**src/rtl/fft_8p_pkg.sv**
```systemverilog
// rtl/fft_8p_pkg.sv - shared constants, state type and bit-reversal helper for the 8-point FFT
package fft_8p_pkg;

  localparam int N_POINTS = 8;
  localparam int LOG2N    = 3;

  typedef enum logic {
    S_IDLE = 1'b0,
    S_FILL = 1'b1
  } state_t;

  function automatic logic [LOG2N-1:0] bitrev3(input logic [LOG2N-1:0] k);
    return {k[0], k[1], k[2]};
  endfunction

endpackage

```
**src/rtl/fft_8p_s2p_frame.sv**
```systemverilog
// rtl/fft_8p_s2p_frame.sv - serial-to-parallel frame collector with double-buffered output
module fft_8p_s2p_frame
  import fft_8p_pkg::*;
#(
  parameter int DATA_W  = 16,
  parameter int BIT_REV = 1,
  parameter int CNT_W   = 8
) (
  input  logic                  clk,
  input  logic                  reset_n,
  input  logic                  en,
  input  logic                  sync_clr,
  input  logic [DATA_W-1:0]     din_re,
  input  logic [DATA_W-1:0]     din_im,
  output logic [8*DATA_W-1:0]   dout_re,
  output logic [8*DATA_W-1:0]   dout_im,
  output logic                  frame_valid,
  output logic [2:0]            fill_idx,
  output logic                  busy,
  output logic [CNT_W-1:0]      frame_cnt
);

  state_t                r_state;
  state_t                w_next_state;
  logic [2:0]            r_fill_idx;
  logic [DATA_W-1:0]     r_shadow_re [N_POINTS];
  logic [DATA_W-1:0]     r_shadow_im [N_POINTS];
  logic [8*DATA_W-1:0]   r_dout_re;
  logic [8*DATA_W-1:0]   r_dout_im;
  logic [8*DATA_W-1:0]   w_frame_re;
  logic [8*DATA_W-1:0]   w_frame_im;
  logic                  r_frame_valid;
  logic [CNT_W-1:0]      r_frame_cnt;
  logic                  w_capture;
  logic                  w_last;
  logic [2:0]            w_slot;

  assign w_capture = en && !sync_clr;
  assign w_last    = w_capture && (r_fill_idx == 3'd7);
  assign w_slot    = (BIT_REV != 0) ? bitrev3(r_fill_idx) : r_fill_idx;

  always_comb begin
    w_next_state = r_state;
    case (r_state)
      S_IDLE:  if (w_capture) w_next_state = S_FILL;
      S_FILL:  if (sync_clr || w_last) w_next_state = S_IDLE;
      default: w_next_state = S_IDLE;
    endcase
  end

  // The completing sample bypasses the shadow so the whole frame lands in one edge.
  always_comb begin
    for (int s = 0; s < N_POINTS; s++) begin
      w_frame_re[s*DATA_W +: DATA_W] = r_shadow_re[s];
      w_frame_im[s*DATA_W +: DATA_W] = r_shadow_im[s];
    end
    w_frame_re[w_slot*DATA_W +: DATA_W] = din_re;
    w_frame_im[w_slot*DATA_W +: DATA_W] = din_im;
  end

  always_ff @(posedge clk or negedge reset_n) begin
    if (!reset_n) begin
      r_state       <= S_IDLE;
      r_fill_idx    <= 3'd0;
      r_dout_re     <= '0;
      r_dout_im     <= '0;
      r_frame_valid <= 1'b0;
      r_frame_cnt   <= '0;
      for (int s = 0; s < N_POINTS; s++) begin
        r_shadow_re[s] <= '0;
        r_shadow_im[s] <= '0;
      end
    end else begin
      r_state       <= w_next_state;
      r_frame_valid <= w_last;
      if (sync_clr) begin
        r_fill_idx <= 3'd0;
      end else if (en) begin
        r_fill_idx          <= r_fill_idx + 3'd1;
        r_shadow_re[w_slot] <= din_re;
        r_shadow_im[w_slot] <= din_im;
      end
      if (w_last) begin
        r_dout_re   <= w_frame_re;
        r_dout_im   <= w_frame_im;
        r_frame_cnt <= r_frame_cnt + CNT_W'(1);
      end
    end
  end

  assign dout_re     = r_dout_re;
  assign dout_im     = r_dout_im;
  assign frame_valid = r_frame_valid;
  assign fill_idx    = r_fill_idx;
  assign busy        = (r_fill_idx != 3'd0);
  assign frame_cnt   = r_frame_cnt;

endmodule
```
**config.mk**
```make
export PLATFORM = sky130hd
export DESIGN_NAME = fft_8p_s2p_frame
export DESIGN_NICKNAME = d
export VERILOG_FILES = /design/src/rtl/fft_8p_pkg.sv /design/src/rtl/fft_8p_s2p_frame.sv
export SDC_FILE = /design/constraint.sdc
export NUM_CORES = 1
export LEC_CHECK = 0
export BUFFER_PORTS_ARGS = -buffer_cell sky130_fd_sc_hd__buf_2
export CAP_MARGIN = 20
export CORE_ASPECT_RATIO = 1.5
export CORE_MARGIN = 5
export CORE_UTILIZATION = 30
export CTS_CLUSTER_DIAMETER = 40
export CTS_CLUSTER_SIZE = 10
export DETAILED_ROUTE_END_ITERATION = 10
export PLACE_DENSITY = 0.51
export REMOVE_ABC_BUFFERS = 1
export SLEW_MARGIN = 10
export SYNTH_ARGS = -nofsm -noshare
export SYNTH_HDL_FRONTEND = slang
export SYNTH_SLANG_ARGS = --single-unit
```
**constraint.sdc**
```tcl
create_clock -name clk -period 2.3 [get_ports clk]
set_input_delay 0.46 -clock clk [delete_from_list [all_inputs] [get_ports clk]]
set_output_delay 0.46 -clock clk [all_outputs]
set_load 0.02 [all_outputs]
```
* Yosys cells after proc, flatten, opt, wreduce, memory -nomap -nowiden *
Cells that the tools add are included.

operators by class
  add/subtract/negate cells = 3
  multipliers = 0
  div/mod/pow operators = 0
  order comparisons = 2
  eq/ne operators = 1
  shift-type cells = 3
  mux-type cells = 8
  bitwise logic cells = 2
  reduce and logical (&&, ||, !) cells = 7

operators with widths
  cell                                                        number
  bitwise mux 128 bit                                         4
  variable part select 16 x 34 -> 128 bit                     2
  variable shift 16 x 34 -> 128 bit, first input constant     1
  demux 16 bit (select 3 bit)                                 1
  negator 7 -> 34 bit                                         1
  2-to-1 mux 16 bit                                           1
  adder 8 x 1 -> 8 bit, second input constant                 1
  2-to-1 mux 3 bit                                            2
  >= comparator 4 bit, second input constant                  1
  less-than comparator 4 x 1 -> 1 bit, second input constant  1
  inverter 3 -> 4 bit                                         1
  adder 3 x 1 -> 3 bit, second input constant                 1
  equality test 3 bit, second input constant                  1
  logical AND 1 bit                                           3
  nonzero test 3 bit                                          1
  AND reduction 2 bit                                         1
  nonzero test 2 bit                                          1
  logical NOT 1 bit                                           1
  inverter 1 bit                                              1

storage, ports and cells
  register bits after elaboration = 524
  bits in latches = 0
  bits in writable memories = 0
  memory bits (read-only) = 0
  input bits = 36
  output and inout bits = 269
  word-level logic and storage cells = 47
  memories kept = 0

* Longest topological paths before layout *
Gate-level depths: netlist (run 1).

  depth after elaboration = 6
  mapped depth = 9

* Worst setup path before layout (run 1) *
OpenSTA, ideal clock, no wires.

  kind = reg2reg
  from = reg r_fill_idx[1], in the netlist fill_idx[1]
  to = reg r_dout_re[10], in the netlist dout_re[10]
  setup time = 0.130 ns
  arrival time = 2.117 ns
  data required time = 2.170 ns
  path slack = 0.054 ns
  cell stages (with the launch flop) = 8
  path buffers = 1
  period minus slack after synthesis = 2.246 ns
  cells stage by stage = dfrtp_1 -> inv_1 -> ha_1 -> ha_1 -> or4b_4 -> buf_6 -> o21ai_0 -> a31oi_1

on the way
  cells in the longest elaborated chain, start to end = 3
  elaborated cells on any way between the ends = 6
  those cells by class = add/sub (1); eq/ne (1); shift (2); mux (1); reduce/logical (1)

RTL lines
  what                                                                                                 RTL line                RTL
  start, declared                                                                                      fft_8p_s2p_frame.sv:25  logic [2:0] r_fill_idx;
  start signal, assigned                                                                               fft_8p_s2p_frame.sv:79  r_fill_idx <= r_fill_idx + 3'd1;
  negator 7 -> 34 bit                                                                                  fft_8p_s2p_frame.sv:57  w_frame_re[w_slot*DATA_W +: DATA_W] = din_re;
  variable part select 16 x 34 -> 128 bit / variable shift 16 x 34 -> 128 bit (equally long branches)  fft_8p_s2p_frame.sv:57
  bitwise mux 128 bit                                                                                  fft_8p_s2p_frame.sv:57
  end signal, assigned                                                                                 fft_8p_s2p_frame.sv:84  r_dout_re <= w_frame_re;
  end, declared                                                                                        fft_8p_s2p_frame.sv:28  logic [8*DATA_W-1:0] r_dout_re;

Several ways; a longest one is shown, not always the timed one.
A chain may end at the register's enable or synchronous reset.

* Worst setup path after layout (run 1) *
  from = reg r_fill_idx[0], in the netlist fill_idx[0]
  to = out busy

on the way
  cells in the longest elaborated chain, start to end = 1

RTL lines
  what                RTL line                RTL
  nonzero test 3 bit  fft_8p_s2p_frame.sv:95  assign busy = (r_fill_idx != 3'd0);
  end, declared       fft_8p_s2p_frame.sv:19  output logic busy,

No other way between the ends.

==> results of run 1 <==
-- per-stage QoR --
step                setup WS [ns]  hold slack, ns  area [um2]  util [%]
floorplan                   -6.28           0.164       21900         -
finish                     0.0817           0.121       28600      37.6
global placement           0.0956           0.451       26100      34.3
CTS                        0.0289          0.0670       28600      37.6
detailed placement         0.0547           0.456       26100      34.3
global route             -0.00684          0.0991       28600      37.6
-- flip-flops by register name (all words and copies together), names as in the netlist --
signal / count
dout_im: 128
dout_re: 128
fill_idx: 3
frame_cnt: 8
frame_valid: 1
r_shadow_im: 128
r_shadow_re: 128
-- logic make-up after synthesis --
logic type,after synthesis,synth area share [%]
compound gates,545,13.3
xor+xnor,8,0.305
fa+ha+maj,13,0.709
buf+inv,239,4.90
flops,524,57.1
mux,225,11.0
simple gates,649,12.6
-- per-layer routing --
layer  vias to the layer above  routed length (um)
met5                         -                   0
met2                       595               40200
met4                         0                2360
li1                       8327                   -
met1                      9443               33800
met3                       135                5210
-- synthesized netlist by cell type (all sizes together) --
master | number | area [um2]
buf | 112 | 636
nand3 | 99 | 495
xnor2 | 5 | 43.8
dfrtp | 524 | 13100
nand4 | 68 | 425
nor4bb | 1 | 10.0
or4 | 1 | 11.3
nor2 | 262 | 1000
nor2b | 34 | 213
nor4 | 1 | 12.5
xor2 | 3 | 26.3
or4b | 1 | 13.8
and3 | 3 | 18.8
a21oi | 32 | 160
nand2b | 4 | 25.0
inv | 7 | 26.3
nor3b | 1 | 7.51
a211oi | 1 | 7.51
ha | 13 | 163
o21ai | 256 | 1280
nor3 | 2 | 10.0
a31oi | 256 | 1600
mux2i | 1 | 10.0
nand2 | 169 | 634
clkbuf | 120 | 463
and2b | 1 | 10.0
nand3b | 1 | 7.51
and4b | 1 | 10.0
mux2 | 224 | 2520
-- final timing paths --
check / slack [ns] / startpoint / endpoint / cells past startpoint
max: 0.08 / fill_idx[0] / busy / 5
min: 0.12 / sync_clr / fill_idx[2] / 2
max reg2reg: 0.10 / fill_idx[2] / dout_re[11] / 6
min reg2reg: 0.47 / r_shadow_re[1] / r_shadow_re[1] / 2
max in group asynchronous: 0.92 / reset_n / r_shadow_re[110] / 3
min in group asynchronous: 0.40 / reset_n / r_shadow_im[8] / 2
-- cell type report --
| class | instances | share of cell area (%) |
|---|---|---|
| clock inverter | 29 | 1.09 |
| clock buffer | 98 | 7.50 |
| tap | 1008 | 4.41 |
| sequential | 524 | 45.8 |
| timing repair buffer | 408 | 10.0 |
| antenna | 1 | 0.00875 |
| multi-input combinational | 1440 | 31.0 |
| inverter | 7 | 0.201 |
-- power groups by stage --
| stage | Sequential (mW) | Clock, mW | Combinational, mW |
|---|---|---|---|
| after floorplan | 11.9 | 0 | 2.39 |
| after global placement | 11.6 | 0 | 4.90 |
| after detailed placement | 11.7 | 0 | 5.00 |
| after CTS | 11.6 | 11.7 | 5.03 |
| after global routing | 11.7 | 12.0 | 5.46 |
| final | 11.6 | 11.4 | 4.97 |
-- worst max-delay path, cell delays in order, from the launching register on --
cell and delay [ns]:
sky130_fd_sc_hd__dfrtp_2 0.46, sky130_fd_sc_hd__inv_4 0.12, sky130_fd_sc_hd__ha_4 0.17, sky130_fd_sc_hd__nor2b_4 0.16, sky130_fd_sc_hd__inv_2 0.07, sky130_fd_sc_hd__buf_4 0.18
-- timing repair --
| item | CTS | global route |
|---|---|---|
| endpoints found under the hold margin | 42 | 0 |
| hold buffers | 1 | 0 |
| setup endpoints to repair | 1 | 22 |
| buffers inserted | 1 | 4 |
| resized for setup | 6 | 9 |
==> results.txt, run 1 <==
- Clock latency of the later-clocked register in the worst-skew pair: 0.61 ns
- In this run the power spent charging and discharging nets is 8.28 mW.
- Required arrival time at the worst endpoint: 1.84 ns
- Remaining max-slew budget at the tightest pin: 58.3%
- H-tree depth: 3
* GRT met3 Usage: 4.51%
* Final period utilization: 96.4%
- Setup Crit Path Kind: reg2out
* Area grow syn2layout: 24.6%
- RSZ-0062 raised after global routing: true
- After detailed routing, the average wire length per cell comes to 23.2 um.
- The worst setup path is captured at an output pin.
- Syn_area_per_cell: 10.4 um2
* Min Tclk post-route: 2.22 ns
- Final hold violations: 0
* Setup Viol. Count Final: 0
- During I/O placement, the number of pins put on the boundary was 305.
- Placed Cells incl. Taps: 3381
- Of the total power, the share spent switching nets is 29.6%.
* Comb pwr share: 17.8%
- CTS Buf Count: 76
* Number of nets with antenna violations after routing: 0
- The final count of pins violating max slew is 0.
- Num rows: 124
- Synthesis handed over a netlist of 2203 instances.
* Sequential cell fraction of total power: 41.5%
- For this run, the number of standard cells in the final layout without fillers is 3515.
* Largest fanout on the critical path: 5
- Global route total overflow: 0
- Buffers placed on the I/O ports in this run total 304.
* Fraction of layout cells with a size suffix above 1: 29.7%
* Final RePlAce weighted congestion: 0.781
- Die outline height: 349 um
* Clock tree root driver cell: sky130_fd_sc_hd__clkbuf_16
* Pwr per Cell Area: 976 nW/um2
* Part of the power in the clock network: 40.7%
- Number of antenna violations at the first check in global routing: 0
* Internal power summed over all cells: 19.7 mW
* Cell area after synthesis: 23000 um2
- Sequential standard cell area: 13100 um2
- At the worst endpoint, the arrival time is 1.76 ns.
- The first global-routing pass estimated 123 mm of wire.
- Across the run, the number of max-cap violations was 0.
- Core ar.: 76000 um2
* GRT Max-Usage Layer: met2
- Commonest cells after routing, fill and taps aside: sky130_fd_sc_hd__dfrtp_1, sky130_fd_sc_hd__buf_2, sky130_fd_sc_hd__nor2_1
* Floorplan die area: 82300 um2
- After filler insertion, the fill cell instance count of the layout stands at 7583.
- Worst hold-check path type: in2reg
- Pin count of the biggest net entering global routing: 110
* Number of library cell types mapped by synthesis: 37
- TritonCTS clock tree: done
* Maximum achievable frequency: 451 MHz
- The via count of the first global-routing pass was 19200.
- #FFs+latches synth: 524
- Post-layout power: 27.9 mW
- The run finished with clean final reports.
- At the pin with the least slew margin, the transition time is 0.625 ns.
* Most common cell after layout, fill and taps aside: sky130_fd_sc_hd__dfrtp_1
- The longest clock path from root to sink contains 3 buffers.
- Detailed placement ended at an HPWL of 52.7 mm.
- For this configuration, the core starts out at a cell density of 30.2%.
* Number of nets in the layout: 2506
- Across the routed clock network, the largest skew measured is 0.0156 ns.
- GRT Util Overall: 19.2%
* Total negative setup slack: 0 ns
- Warnings, synthesis: 0
- Share of synthesized area occupied by flip-flops and latches: 57.1%
- Clk slew on worst S/H paths: 0.05 ns
- STA classifies the critical path startpoint as a flop.
- Total number of vias: 18500
- Global routing consumed, on the met1 layer, 24.2% of the routing resources.
- Counting every sink on the clock net gives 524.
* Router iterations before antenna repair: 5
- Overall routed net length: 81.5 mm
- Number of DRC violations after detailed routing: 0
- Drt initial violations: 1361
- Summing all multi-input logic gate instances after layout gives 8860 um2.
- Dividing the detail-routed via count by the number of cells gives 5.26.
* Leakage power total: 13.3 nW
* Met2 track demand over resource: 32.5%
- In this run the horizontal extent of the chip is 236 um.
- VDD sags by at most 442 uV.
No activity file was read; power rests on OpenSTA's default activity.
==> run 2: changes to the inputs <==
- CELL_PAD_IN_SITES_DETAIL_PLACEMENT: not set -> 1
- CELL_PAD_IN_SITES_GLOBAL_PLACEMENT: not set -> 1
- PLACE_DENSITY: 0.51 -> 0.61
==> run 2 against run 1 <==
Utilization hardly changed. Total power is 1.0% higher. Maximum frequency is 1.8% higher. Design area hardly changed. Critical path type unchanged. Highest routed layer unchanged.
==> results.txt, run 2 (synthesized netlist as in run 1, its figures left out) <==
- Final period utilization: 94.8% (-1.7 points)
* Number of maximum-capacitance constraint violations: 0 (unchanged)
* Total number of vias: 18800 (+1.5%)
- After global routing, the most crowded layer is met2.
* Core ar.: 76000 um2 (unchanged)
* Drt initial violations: 1188 (-13%)
- Comb pwr share: 18.0% (+0.2 points)
* Max Clock Skew: 0.0238 ns (+0.00822 ns)
- Clock tree root driver cell: sky130_fd_sc_hd__clkbuf_16
* Final routed wire length divided by cell count: 25.2 um (+8.5%)
- WP data arrival: 1.72 ns (-0.04 ns)
* First-pass GRT wire length: 133 mm (+8.0%)
- The minimum setup slack after placement was -0.0672 ns (-0.122 ns).
- The height of the die was 349 um (unchanged).
* Overall die width: 236 um (unchanged)
- Clock latency of the later-clocked register in the worst-skew pair: 0.61 ns (about the same)
- The count of final hold-check violations is 0 (unchanged).
- Number of antenna violations at the first check in global routing: 3 (+3)
* Clock Tree Buf Depth: 3 (unchanged)
* Switching power: 8.33 mW (+0.57%)
- Total placed instance area: 26000 um2 (-0.23%)
- Commonest cells after routing, fill and taps aside: sky130_fd_sc_hd__dfrtp_1, sky130_fd_sc_hd__buf_2, sky130_fd_sc_hd__nor2_1
- Area grow syn2layout: 24.6% (about the same)
- RSZ-0062 raised after global routing: false
* Number of DRC violations after detailed routing: 0 (unchanged)
* Most common cell after layout, fill and taps aside: sky130_fd_sc_hd__dfrtp_1
- Pwr per Cell Area: 987 nW/um2 (+1.1%)
- The final-layout worst hold slack is 0.103 ns (-0.0180 ns).
- Remaining max-slew budget at the tightest pin: 49.8% (-8.5 points)
- Floorplan die area: 82300 um2 (unchanged)
* Critical Path Start Type: flop
- Result of the run: finished clean
- The number of detailed-route iterations in the first pass is 5 (unchanged).
* Largest fanout on the critical path: 6 (+1)
* Vias per cell: 5.35 (+1.7%)
- Number of nets with antenna violations after routing: 0 (unchanged)
- Count of final max-slew check failures: 0 (unchanged)
* Detailed placer's ending HPWL: 55.8 mm (+5.9%)
* Global route total overflow: 0 (unchanged)
- Number of I/O pins: 305 (unchanged)
- Met2 track demand over resource: 36.0% (+3.4 points)
- Count of port buffers added during placement: 304 (unchanged)
- The worst setup path is captured at an output pin.
* TritonCTS clock tree: done
* Part of the power in the clock network: 40.8% (about the same)
- CTS Buf Count: 74 (-2.6%)
- Min Tclk post-route: 2.18 ns (-0.0387 ns)
- Slew at the pin closest to its max-slew limit: 0.752 ns (+0.127 ns)
- The overall power is 28.2 mW (+1.0%).
- The area of all placed cells without fillers is 28600 um2 (about the same).
- Clk slew on worst S/H paths: 0.06 ns (about the same)
- Number of global-route vias before repair: 20500 (+6.8%)
* Post-layout util: 37.6% (about the same)
- Internal power summed over all cells: 19.9 mW (+1.2%)
* GRT Util Overall: 20.8% (+1.5 points)
- The tightest min-delay check is of the in2reg type.
- The clock sink count was 524 (unchanged).
- Maximum ir drop on the vdd rail: 535 uV (+21%)
- The routability congestion estimate from global placement is 0.801 (+2.5%).
* Overall routed net length: 88.3 mm (+8.3%)
- GRT met3 Usage: 3.86% (-0.65 points)
* Setup Viol. Count Final: 0 (unchanged)
- Switching Share: 29.5% (-0.14 points)
* Maximum achievable frequency: 459 MHz (+1.8%)
- Setup Crit Path Kind: reg2out
- The final layout net count came to 2506 (unchanged).
- Num rows: 124 (unchanged)
- Global-route met1 utilization: 25.9% (+1.7 points)
* Initial standard-cell utilization of the core: 30.2% (unchanged)
- The fraction of final layout cells with drive strength greater than 1 is 29.7% (-0.077 points).
* Sequential cell fraction of total power: 41.2% (-0.3 points)
- Final critical-path setup slack: 0.120 ns (+0.0387 ns)
- H-tree depth: 3 (unchanged)
- The required time of the critical path came to 1.84 ns (about the same).
- The largest net degree at the start of global routing is 133 (+21%).
- Leakage power total: 13.3 nW (about the same)
==> run 2: cell count changes in the layout (fill, tap and decap cells not counted), sizes merged <==
cell / delta
clkinvlp: -1
clkbuf: -4
bufinv: +4
inv: -1
clkinv: -5
==> run 2: final cells by class <==
cell class / count / area, um2
Clock buffer: 92 / 2040
Fill cell: 8439 / 47400
Timing Repair Buffer: 410 / 2910
Sequential cell: 524 / 13100
Multi-Input combinational cell: 1440 / 8840
Tap cell: 1008 / 1260
Antenna cell: 1 / 2.50
Inverter: 7 / 43.8
Clock inverter: 26 / 387
==> run 2: repair_timing <==
item,CTS,global route
gates cloned,0,2
pin swaps,1,1
setup buffers,3,3
resized for setup,8,11
endpoints found under the setup margin,95,178
hold endpoints to repair,24,0
hold buffers,1,0
==> run 2: per-layer routing <==
metal / up-vias / share of wire, %
li1: 8310 / -
met1: 9828 / 41
met3: 146 / 5.0
met5: - / 0
met4: 0 / 3.4
met2: 499 / 50
==> run 2: metrics by stage <==
step | cells | TNS, ns
floorplan | 1971 | -1684.99
global route | 3507 | 0
finish | 3508 | 0
detailed placement | 3380 | -1.35
CTS | 3502 | 0
global placement | 3380 | 0
==> run 2: critical path, cell delays in order, from the launching register on <==
cell and delay [ns]:
sky130_fd_sc_hd__dfrtp_2 0.44, sky130_fd_sc_hd__inv_4 0.10, sky130_fd_sc_hd__ha_4 0.17, sky130_fd_sc_hd__nor2b_4 0.16, sky130_fd_sc_hd__inv_2 0.07, sky130_fd_sc_hd__buf_4 0.17
==> run 2: worst paths after layout <==
kind	from	endpoint	slack, ns	depth (start not counted)
worst max-delay path	fill_idx[1]	busy	0.12	5
worst min-delay path	sync_clr	fill_idx[0]	0.10	2
worst max register to register	fill_idx[1]	dout_im[62]	0.13	9
worst min register to register	r_shadow_re[8]	r_shadow_re[8]	0.47	2
max in group asynchronous	reset_n	dout_re[90]	1.06	4
min in group asynchronous	reset_n	dout_im[89]	0.31	2
==> run 2: power by group through the flow <==
stage | combinational (mW) | sequential (mW) | clock, mW
6_report | 5.09 | 11.6 | 11.5
5_1_grt | 5.56 | 11.8 | 12.2
4_1_cts | 5.12 | 11.6 | 11.8
3_5_place_dp | 5.08 | 11.8 | 0
3_3_place_gp | 4.92 | 11.7 | 0
2_1_floorplan | 2.39 | 11.9 | 0
==> run 3: changes to the inputs <==
- clock period: 2.3 -> 2.7 ns (I/O delays scaled with it)
==> run 3 against run 2 <==
Total power is 17% lower. Design area is 2.0% lower. Combinational power is 16% lower. Clock power decreased by 20%. Non-clock buffer count is 26 lower. Flip-flop and latch count did not move. Sequential power fell by 15%. Count of clock-buffer cells in the layout shrank 4.
==> results.txt, run 3 (synthesized netlist as in run 1, its figures left out) <==
* Result of the run: finished clean
- Compared with the post-synthesis result, the final layout area differs by 22.1%.
- Library cell contributing the largest single delay on the critical path: sky130_fd_sc_hd__dfrtp_1
* Final routed wire length divided by cell count: 25.1 um (-0.39%)
* Number of nets with antenna violations after routing: 0 (unchanged)
* Overall routed net length: 87.1 mm (-1.3%)
* Clk slew on worst S/H paths: 0.05 ns (about the same)
* Leakage power total: 13.0 nW (-2.2%)
- The post-placement cell count is 3361 (-0.56%).
* Number of maximum-capacitance constraint violations: 0 (unchanged)
- Count of final max-slew check failures: 0 (unchanged)
- The maximum fanout encountered on the critical timing path came to 6 (unchanged).
* Slew at the pin closest to its max-slew limit: 0.774 ns (+0.0224 ns)
- Final RePlAce weighted congestion: 0.782 (-2.3%)
- The arrival time at the worst endpoint was 2.10 ns (+0.38 ns).
- The via count of the first global-routing pass is 20300 (-0.66%).
* Worst hold-check path type: in2reg
* Worst-case setup slack after placement: 0.183 ns (+0.250 ns)
- The longest individual stage delay on the worst path came to 0.44 ns (about the same).
* Remaining max-slew budget at the tightest pin: 48.3% (-1.5 points)
- The required time of the critical path was 2.16 ns (+0.32 ns).
- The count of final hold-check violations came to 0 (unchanged).
- Walking the worst path, the cells encountered are inv_1, ha_2, nor2b_4, inv_2, buf_2.
* H-tree depth: 3 (unchanged)
- Clock latency of the later-clocked register in the worst-skew pair: 0.61 ns (about the same)
- The total grt overflow came to 0 (unchanged).
* Max Clock Skew: 0.0209 ns (-0.00294 ns)
- Num rows: 124 (unchanged)
- Setup Viol. Count Final: 0 (unchanged)
* Number of buffer and inverter stages on the critical path: 3 (unchanged)
* Pin count of the biggest net entering global routing: 99 (-26%)
- Number of DRC violations after detailed routing: 0 (unchanged)
* Min Tclk post-route: 2.64 ns
* Maximum achievable frequency: 379 MHz
* Critical Path Start Type: flop
- The total power per unit cell area was 832 nW/um2 (-16%).
* Total number of vias: 18600 (-0.72%)
* GRT Util Overall: 20.6% (-0.13 points)
* Fraction of layout cells with a size suffix above 1: 28.6% (-1.0 points)
- Capturing element type of the critical path: output pin
- The overall die area came to 82300 um2 (unchanged).
- Overall die width: 236 um (unchanged)
- The number of primary I/O pins is 305 (unchanged).
- The height of the die was 349 um (unchanged).
* Setup Crit Path Kind: reg2out
* Post-route non-filler standard cell count: 3476 (-0.91%)
* Clock tree root driver cell: sky130_fd_sc_hd__clkbuf_16
- CP top delay family: buffers and inverters
- Worst reg2reg path depth: 6 (-3)
* Initial standard-cell utilization of the core: 30.2% (unchanged)
- The first-pass GRT wire length was 132 mm (-1.2%).
- Most common cell after layout, fill and taps aside: sky130_fd_sc_hd__dfrtp_1
* RSZ-0062 raised after global routing: true
- The number of cells on the worst hold path is 2 (unchanged).
* Detailed placer's ending HPWL: 54.0 mm (-3.3%)
* Count of port buffers added during placement: 304 (unchanged)
- Vias per cell: 5.36 (+0.19%)
- The clock sink count came to 524 (unchanged).
* Fin Hold WS: 0.193 ns (+0.0898 ns)
- Number of nets in the layout: 2479 (-1.1%)
* Final period utilization: 97.7%
- The initial antenna violation count is 0 (-3).
* Router iterations before antenna repair: 5 (unchanged)
- Maximum ir drop on the vdd rail: 405 uV (-24%)
* Clock Tree Buf Depth: 3 (unchanged)
- Number of cells on the critical path: 5 (unchanged)
- Commonest cells after routing, fill and taps aside: sky130_fd_sc_hd__dfrtp_1, sky130_fd_sc_hd__buf_2, sky130_fd_sc_hd__nor2_1
* CTS Buf Count: 73 (-1.4%)
- The number of DRC markers after the initial detailed-route iteration was 1122 (-5.6%).
* Final critical-path setup slack: 0.0633 ns (-0.0571 ns)
- TritonCTS built the clock tree.
- The core region area was 76000 um2 (unchanged).
[run 3: cell count changes in the layout (fill, tap and decap cells not counted), moves of 3 or more]
cell,change
sky130_fd_sc_hd__buf_12,-5
sky130_fd_sc_hd__buf_16,-4
sky130_fd_sc_hd__buf_4,-14
sky130_fd_sc_hd__bufinv_16,-5
sky130_fd_sc_hd__clkinv_4,+3
sky130_fd_sc_hd__clkinvlp_4,+4
[run 3: final timing paths]
check | startpoint | endpoint | slack [ns]
worst max-delay path | fill_idx[0] | busy | 0.06
worst min-delay path | sync_clr | fill_idx[0] | 0.19
worst max register to register | fill_idx[1] | dout_im[1] | 0.14
worst min register to register | r_shadow_re[2] | r_shadow_re[2] | 0.47
max in group asynchronous | reset_n | dout_re[37] | 1.28
min in group asynchronous | reset_n | dout_im[53] | 0.50
[run 3: cell type report]
cell class,instances,area [um2]
Tap cell,1008,1260
Inverter,7,33.8
Antenna cell,1,2.50
Clock inverter,24,265
Clock buffer,88,2010
Fill cell,8485,48000
Sequential cell,524,13100
Timing Repair Buffer,384,2520
Multi-Input combinational cell,1440,8830
[run 3: repair_timing]
action                                  in CTS  in global routing
gates resized for setup                      1                  1
hold buffers                                 1                  0
endpoints found under the hold margin       45                  0
setup buffers                                1                  0
endpoints found under the setup margin       1                  2
[run 3: per-stage QoR]
| stage | utilization (%) | area, um2 | TNS, ns | power (mW) |
|---|---|---|---|---|
| floorplan | - | 21900 | -1553.48 | 12.2 |
| global placement | 33.9 | 25700 | 0 | 14.1 |
| detailed placement | 33.9 | 25700 | 0 | 14.3 |
| CTS | 36.9 | 28000 | 0 | 23.6 |
| global route | 36.9 | 28000 | -0.0239 | 24.4 |
| finish | 36.9 | 28000 | 0 | 23.3 |
[run 3: power by group]
group          total, mW  switching [mW]  internal, mW  leakage, nW
clock               9.19            3.57          5.62         1.10
sequential          9.88           0.742          9.13         6.99
combinational       4.27            2.70          1.57         4.90
total               23.3            7.01          16.3         13.0
[run 3: worst reg2reg max path, stage by stage, from the launching register on]
cell and delay, ns:
sky130_fd_sc_hd__dfrtp_1 0.47, sky130_fd_sc_hd__inv_1 0.15, sky130_fd_sc_hd__ha_1 0.28, sky130_fd_sc_hd__ha_4 0.31, sky130_fd_sc_hd__or4b_4 0.78, sky130_fd_sc_hd__o21ai_0 0.29
sky130_fd_sc_hd__a31oi_1 0.13
[run 3: routing by layer]
layer,routed length (um),track usage (%),vias up
met4,3580,8.39,0
met1,36100,25.6,9740
met2,43300,35.5,481
met3,4210,3.96,171
li1,-,-,8255
met5,0,0,-
